## src/rtl/y86_pkg.sv

```systemverilog
// Shared Y86-64 encodings and types for the pipeline control slice.
// Instruction codes, status codes, condition-code bit positions, run-state enum, hazard terms.
package y86_pkg;

  localparam logic [3:0] I_HALT   = 4'h0;
  localparam logic [3:0] I_NOP    = 4'h1;
  localparam logic [3:0] I_RRMOVQ = 4'h2;
  localparam logic [3:0] I_IRMOVQ = 4'h3;
  localparam logic [3:0] I_RMMOVQ = 4'h4;
  localparam logic [3:0] I_MRMOVQ = 4'h5;
  localparam logic [3:0] I_OPQ    = 4'h6;
  localparam logic [3:0] I_JXX    = 4'h7;
  localparam logic [3:0] I_CALL   = 4'h8;
  localparam logic [3:0] I_RET    = 4'h9;
  localparam logic [3:0] I_PUSHQ  = 4'hA;
  localparam logic [3:0] I_POPQ   = 4'hB;

  localparam logic [3:0] R_NONE   = 4'hF;

  localparam logic [3:0] STAT_AOK = 4'b1000;
  localparam logic [3:0] STAT_HLT = 4'b0100;
  localparam logic [3:0] STAT_ADR = 4'b0010;
  localparam logic [3:0] STAT_INS = 4'b0001;

  localparam int CC_OF = 2;
  localparam int CC_SF = 1;
  localparam int CC_ZF = 0;
  localparam logic [2:0] CC_RESET = 3'(1 << CC_ZF);

  typedef enum logic [1:0] {
    ST_IDLE   = 2'd0,
    ST_RUN    = 2'd1,
    ST_HALTED = 2'd2
  } run_state_t;

  typedef struct packed {
    logic luse;
    logic ret;
    logic mis;
    logic exc;
    logic w_exc;
  } hazard_t;

endpackage

```

## src/rtl/pipe_hazard_detect.sv

```systemverilog
// Pipeline hazard term decode: load-use, return-in-flight, mispredict, exceptions.
// Latency: purely combinational, same cycle.
// Backpressure: none; terms are consumed by the run-state controller.
module pipe_hazard_detect
  import y86_pkg::*;
(
  input  logic [3:0] D_icode,
  input  logic [3:0] d_srcA,
  input  logic [3:0] d_srcB,
  input  logic [3:0] E_icode,
  input  logic [3:0] E_destM,
  input  logic       e_Cnd,
  input  logic [3:0] M_icode,
  input  logic [3:0] m_stat,
  input  logic [3:0] W_stat,
  output hazard_t    hz
);

  logic e_is_load;

  always_comb begin
    e_is_load = (E_icode == I_MRMOVQ) || (E_icode == I_POPQ);
    hz.luse   = e_is_load && (E_destM != R_NONE) &&
                ((E_destM == d_srcA) || (E_destM == d_srcB));
    hz.ret    = (D_icode == I_RET) || (E_icode == I_RET) || (M_icode == I_RET);
    hz.mis    = (E_icode == I_JXX) && !e_Cnd;
    hz.w_exc  = (W_stat != STAT_AOK);
    hz.exc    = (m_stat != STAT_AOK) || hz.w_exc;
  end

endmodule

```

## src/rtl/pipe_control.sv

```systemverilog
// Y86-64 pipeline run-state controller: stall/bubble drive, CC register, perf counters.
// Latency: stall/bubble/setcc combinational; state, CC, final_stat and counters update on posedge.
// Backpressure: stalls F/D/W outside RUN and on hazards; counters saturate instead of wrapping.
module pipe_control
  import y86_pkg::*;
#(
  parameter int CNT_W = 32
) (
  input  logic             clk,
  input  logic             reset,
  input  logic             start,
  input  logic [3:0]       D_icode,
  input  logic [3:0]       d_srcA,
  input  logic [3:0]       d_srcB,
  input  logic [3:0]       E_icode,
  input  logic [3:0]       E_destM,
  input  logic             e_Cnd,
  input  logic [3:0]       M_icode,
  input  logic [3:0]       m_stat,
  input  logic [3:0]       W_stat,
  input  logic [2:0]       cc_in,
  output logic             F_stall,
  output logic             D_stall,
  output logic             D_bubble,
  output logic             E_bubble,
  output logic             M_bubble,
  output logic             W_stall,
  output logic             setcc,
  output logic [2:0]       cc_q,
  output logic             running,
  output logic             halted,
  output logic [3:0]       final_stat,
  output logic [CNT_W-1:0] cycle_cnt,
  output logic [CNT_W-1:0] luse_cnt,
  output logic [CNT_W-1:0] mispred_cnt,
  output logic [CNT_W-1:0] ret_cnt
);

  run_state_t state, state_nxt;
  hazard_t    hz;

  pipe_hazard_detect u_hazard (
    .D_icode (D_icode),
    .d_srcA  (d_srcA),
    .d_srcB  (d_srcB),
    .E_icode (E_icode),
    .E_destM (E_destM),
    .e_Cnd   (e_Cnd),
    .M_icode (M_icode),
    .m_stat  (m_stat),
    .W_stat  (W_stat),
    .hz      (hz)
  );

  function automatic logic [CNT_W-1:0] sat_inc(input logic [CNT_W-1:0] v, input logic en);
    return (en && (v != '1)) ? v + CNT_W'(1) : v;
  endfunction

  always_ff @(posedge clk) begin
    if (reset) state <= ST_IDLE;
    else       state <= state_nxt;
  end

  always_comb begin
    state_nxt = state;
    case (state)
      ST_IDLE:   if (start)    state_nxt = ST_RUN;
      ST_RUN:    if (hz.w_exc) state_nxt = ST_HALTED;
      ST_HALTED: state_nxt = ST_HALTED;
      default:   state_nxt = ST_IDLE;
    endcase
  end

  // Outside RUN the pipe is frozen: front end and writeback held, no bubbles, no CC writes.
  always_comb begin
    F_stall  = 1'b1;
    D_stall  = 1'b1;
    D_bubble = 1'b0;
    E_bubble = 1'b0;
    M_bubble = 1'b0;
    W_stall  = 1'b1;
    setcc    = 1'b0;
    running  = 1'b0;
    halted   = 1'b0;
    case (state)
      ST_RUN: begin
        F_stall  = hz.luse | hz.ret;
        D_stall  = hz.luse;
        D_bubble = hz.mis | (hz.ret & ~hz.luse);
        E_bubble = hz.mis | hz.luse;
        M_bubble = hz.exc;
        W_stall  = hz.w_exc;
        setcc    = (E_icode == I_OPQ) & ~hz.exc;
        running  = 1'b1;
      end
      ST_HALTED: halted = 1'b1;
      default: ;
    endcase
  end

  always_ff @(posedge clk) begin
    if (reset) begin
      cc_q       <= CC_RESET;
      final_stat <= STAT_AOK;
    end else begin
      if (setcc) cc_q <= cc_in;
      if ((state == ST_RUN) && (state_nxt == ST_HALTED)) final_stat <= W_stat;
    end
  end

  // A load-use stall replays the RET, so it is only counted once it actually bubbles.
  always_ff @(posedge clk) begin
    if (reset) begin
      cycle_cnt   <= '0;
      luse_cnt    <= '0;
      mispred_cnt <= '0;
      ret_cnt     <= '0;
    end else if (state == ST_RUN) begin
      cycle_cnt   <= sat_inc(cycle_cnt, 1'b1);
      luse_cnt    <= sat_inc(luse_cnt, hz.luse);
      mispred_cnt <= sat_inc(mispred_cnt, hz.mis);
      ret_cnt     <= sat_inc(ret_cnt, hz.ret & ~hz.luse);
    end
  end

endmodule

```

## config.mk

```make
export PLATFORM = sky130hd
export DESIGN_NAME = pipe_control
export DESIGN_NICKNAME = d
export VERILOG_FILES = /design/src/rtl/y86_pkg.sv /design/src/rtl/pipe_hazard_detect.sv /design/src/rtl/pipe_control.sv
export SDC_FILE = /design/constraint.sdc
export NUM_CORES = 1
export LEC_CHECK = 0
export BUFFER_PORTS_ARGS = -buffer_cell sky130_fd_sc_hd__buf_2
export CORE_ASPECT_RATIO = 1.4
export CORE_MARGIN = 5
export CORE_UTILIZATION = 31
export DETAILED_ROUTE_END_ITERATION = 8
export HOLD_SLACK_MARGIN = 0.02
export PLACE_DENSITY_LB_ADDON = 0.15
export SYNTH_ARGS = -nofsm -noshare
export SYNTH_HDL_FRONTEND = slang
export SYNTH_SLANG_ARGS = --single-unit
```

## constraint.sdc

```tcl
create_clock -name clk -period 5.3 [get_ports clk]
set_input_delay 0.53 -clock clk [delete_from_list [all_inputs] [get_ports clk]]
set_output_delay 0.53 -clock clk [all_outputs]
set_load 0.02 [all_outputs]
```

After elaboration in Yosys (flattened, before gate mapping):

Index checks and enable logic that the tools add are counted.

* register bits after elaboration: 137
* output and inout port bits: 144
* word-level logic and storage cells: 67

* eq/ne operators: 19
* bitwise operators: 7
* reductions and logical operators: 18
* mux-type cells: 12
* add/subtract/negate cells: 4

Operators by type and width (count)
* $add 32x1->32 const B: 4
* $ne 32x32->1 const B: 4
* $eq 4x4->1 const B: 4
* $eq 4x3->1 const B: 3
* $ne 4x4->1 const B: 3
* $mux 1: 9
* $eq 4x4->1: 2
* $reduce_and 2->1: 4
* $logic_and 1x1->1: 7
* $pmux 2 s3: 1
* $logic_or 1x1->1: 5
* $eq 2x2->1 const B: 2
* $mux 2: 2
* $or 1x1->1: 3
* $and 1x1->1: 2
* $eq 2x1->1 const B: 1
* $logic_not 2->1: 1
* $not 1->1: 2
* $logic_not 1->1: 1

Depth between registers and ports, before layout:

* word-level depth: 8
* mapped depth: 8
* gate-level depth less buffers: 7

Cells and area by module:

From an unflattened synthesis, not the netlist that was laid out.

* cell total of the unflattened synthesis: 878
* area, all modules: 7279.5 um^2

Modules (own cells, without submodules)
* pipe_control: sequential area each 2742.6 um^2, area an instance 7081.8 um^2, times used 1, cells each 854
* pipe_hazard_detect: sequential area each 0.0 um^2, area an instance 197.7 um^2, times used 1, cells each 24

Least setup slack after synthesis:

Ideal clock, no wire load.

* path kind: in2out
* start point: input port E_icode[1]
* end point: output port D_bubble
* cell stages on the path: 7
* path buffers: 2
* data arrival time: 2328 ps
* path slack: 2442 ps
* cells stage by stage: and3b_1 -> o211ai_2 -> a21o_1 -> clkbuf_1 -> clkbuf_1 -> nand2_1 -> o21ai_0

* cells in the longest elaborated chain, start to end: 8
* elaborated cells on any way between the ends: 14

RTL lines
* start: declaration: line pipe_control.sv:15 `input logic [3:0] E_icode,`
* $eq 4x3->1 / $eq 4x4->1 (equally long branches): line pipe_hazard_detect.sv:22 `e_is_load = (E_icode == I_MRMOVQ) || (E_icode == I_POPQ);`
* $logic_or 1x1->1: line pipe_hazard_detect.sv:22
* $logic_and 1x1->1 (2 in a row): line pipe_hazard_detect.sv:23 `hz.luse = e_is_load && (E_destM != R_NONE) &&`
* $not 1->1: line pipe_control.sv:89 `D_bubble = hz.mis | (hz.ret & ~hz.luse);`
* $and 1x1->1: line pipe_control.sv:89
* $or 1x1->1 (*): line pipe_control.sv:89
* $mux 1 (*): line pipe_control.sv:85 `case (state)`
* end: declaration: line pipe_control.sv:24 `output logic D_bubble,`

Every way passes the cells marked *; elsewhere a longest branch is shown, timed or not.

Final worst setup path:

* start point: register state[1]
* end point: output port setcc

* cells in the longest elaborated chain, start to end: 2

RTL lines
* start: declaration: line pipe_control.sv:39 `run_state_t state, state_nxt;`
* start signal: assignment: line pipe_control.sv:61 `else state <= state_nxt;`
* $eq 2x1->1: line pipe_control.sv:85
* $mux 1: line pipe_control.sv:85
* end: declaration: line pipe_control.sv:28 `output logic setcc,`

Every way passes these cells.

==> results_dict.tcl <==
set metrics [dict create \
    status "finished, final reports clean" \
    hold_violations 0 \
    grt_pass1_vias 6101 \
    cp_max_fo 16 \
    wire_per_inst_um 16.08 \
    synth_area_per_cell_um2 8.359 \
    numCtsBuffers 17 \
    antenna_found_initial 3 \
    cts_setup_buffers 0 \
    endpoint_kind "primary output" \
    wl_um 20010 \
    combPwrFrac_pct 3.7 \
    synth.most_common_cell "dfxtp_1" \
    synth_top_cell_by_area "dfxtp_1" \
    maxCapViolCount 0 \
    cts_root_buffer "clkbuf_16" \
    clock-sinks 137 \
    cp.arrival_ps 2590 \
    crit_end "setcc" \
    rsz0062_at_grt "false" \
    skew_ps 10.13 \
    initial_utilization_pct 31.38 \
    final_nets 1014 \
    die_area_um2 24540 \
    ys_seq_elements 137 \
    path_cells "nand2b_1, inv_1, nand4_1, nor2_1, buf_2" \
    r2r-start "state[1]" \
    power_frac_seq_pct 43.7 \
    synth_edf_count 0 \
    core_um2 21200 \
    synth.area.top_cells "dfxtp_1 41%, xor2_1 9.1%, nor2_1 7.1%" \
    grt_pass1_wl_um 32100 \
    power.switching_mw 0.5491 \
    period_needed_ps 3119 \
    reg2reg_depth 7 \
    ios 183 \
    worstSetupStartpointType "flip-flop" \
    fin_util_pct 39.66 \
    swShare_pct 23.16 \
    power_density_nw_per_um2 281.9 \
    timing.fmax_mhz 320.6 \
    finalMaxSlewViolations 0 \
    synth_seq_area_share_pct 41.22 \
    min_path_type "in -> reg" \
    drtIter0Drc 260 \
    die_h_um 183.4 \
    fin_setup_tns_ps 0 \
    htree_levels 4 \
    crit_type "reg -> out" \
    ant_nets 0 \
    slowest_delay_ps 590 \
    post-route-drc-count 0 \
    tightest_slew_ps 1036 \
    slew_headroom_pct 30.78 \
    ctsLongestPathBuffers 2 \
    synth_ff_type "dfxtp_1" \
    pwr-share-clk_pct 52.6 \
    stdcell_count 1244 \
    path_clk_slew_ps 60 \
    grt_overflow 0 \
    hold_buffers 0 \
    postSynthCellCount 796 \
    ir_worst_vdd_uv 212.2 \
    grt_usage_pct 16.17 \
    holdWs_ps 330.7 \
    row_count 63 \
    p_int_mw 1.822 \
    syn_to_final_growth_pct 26.40 \
    diodes 0 \
    syn_nets 839 \
    placed_cell_area_um2 7800 \
    synth_common_cells "137 x dfxtp_1, 126 x nor2_1, 69 x xor2_1, 60 x nand3_1, 53 x nand4_1" \
    fin_crit_sh_pct 58.85 \
    yosysWarnings 0 \
    die-width_um 133.8 \
    finalWeightedCongestion 0.7581 \
    cts_tree "done" \
    setup_violations 0 \
    cts_resized 0 \
    vias_per_cell 5.096 \
    io_buffers 182 \
    worstSkewPairLatency_ps 420 \
    dpl.cell_count 1212 \
    ys_types 56 \
    reg2reg_to "mispred_cnt[24]" \
    drive_above_1_share_pct 23.68 \
    dr_total_vias 6340 \
    hpwl_um 14590 \
    drt_pass1_iterations 4 \
    synth_top_area_share_pct 41.22 \
    design_area_um2 8411 \
    ys_async_sr_fraction_pct 0 \
    crit_path_top_delay_cell "inv_1" \
    power_leakage_nw 3.371 \
    worstSetupStartpoint "state[1]" \
    grt_start_max_net_pins 88 \
    regToRegSetupSlack_ps 2300 \
    synth.cell_area_um2 6654 \
    cp.required_ps 4770 \
]
[cell type report]
class | instances | area [um2]
clock buffer | 20 | 446.7
timing repair buffer | 184 | 928.4
inverter | 13 | 48.80
clock inverter | 12 | 163.9
multi-input combinational | 618 | 3755
sequential | 137 | 2743
fill | 2246 | 12790
tap | 260 | 325.3
[metal layers]
metal	track usage [%]	up-vias	wire, um
met2	28.52	133	9862
met1	18.96	2970	8696
li1	-	3210	-
met3	4.885	21	1162
met5	0	-	39
met4	4.570	6	243
[placed cells by master, fill, tap and decap left out, drive strengths merged, types with 26 or more instances in the layout]
cell type | Yosys | layout
nand2 | 48 | 48
buf | 4 | 184
nand3 | 60 | 60
xor2 | 69 | 69
a21oi | 32 | 32
nand4 | 53 | 53
nor2 | 126 | 126
xnor2 | 26 | 26
dfxtp | 137 | 137
or3 | 26 | 26
[registers in the layout (all words and copies together) (netlist names)]
| name | cells |
|---|---|
| cc_q | 3 |
| luse_cnt | 32 |
| mispred_cnt | 32 |
| final_stat | 4 |
| state | 2 |
| ret_cnt | 32 |
| cycle_cnt | 32 |
[kinds of logic after synthesis]
group | share of synthesized area (%)
multiplexers | 1.749
AND/OR/NAND/NOR | 33.30
adder cells (fa/ha/maj) | 0.7522
XOR/XNOR | 12.50
buffers and inverters | 2.351
AO/OA/AOI/OAI | 8.124
flip-flops | 41.22
[critical path: cells and delay by family, from the launching register on]
kind / cells / cell delay [ps]
flops: 1 / 310
buf+inv: 2 / 850
simple gates: 3 / 1000
[metrics by stage]
| stage | worst slack (ps) | total power, mW |
|---|---|---|
| final | 2181 | 2.371 |
| after global routing | 1883 | 2.453 |
| after CTS | 2038 | 2.407 |
| after detailed placement | 2058 | 1.151 |
| after global placement | 2092 | 1.150 |
| after floorplan | 2442 | 1.110 |
[power groups by stage]
stage | combinational, mW | clock (mW) | sequential [mW]
2_1_floorplan | 0.0468 | 0 | 1.06
3_3_place_gp | 0.0902 | 0 | 1.06
3_5_place_dp | 0.0909 | 0 | 1.06
4_1_cts | 0.0911 | 1.28 | 1.04
5_1_grt | 0.0980 | 1.32 | 1.04
6_report | 0.0879 | 1.25 | 1.04
[how the worst min path moves through the flow]
stage | startpoint | to | slack (ps) | cells past startpoint
2_1_floorplan | state[1] | state[0] | 410 | 1
3_3_place_gp | state[1] | state[0] | 420 | 1
3_5_place_dp | state[1] | state[0] | 420 | 1
4_1_cts | cc_in[0] | cc_q[0] | 320 | 3
5_1_grt | cc_in[0] | cc_q[0] | 350 | 3
6_report | cc_in[0] | cc_q[0] | 330 | 3
(Power assumes the default switching activity.)
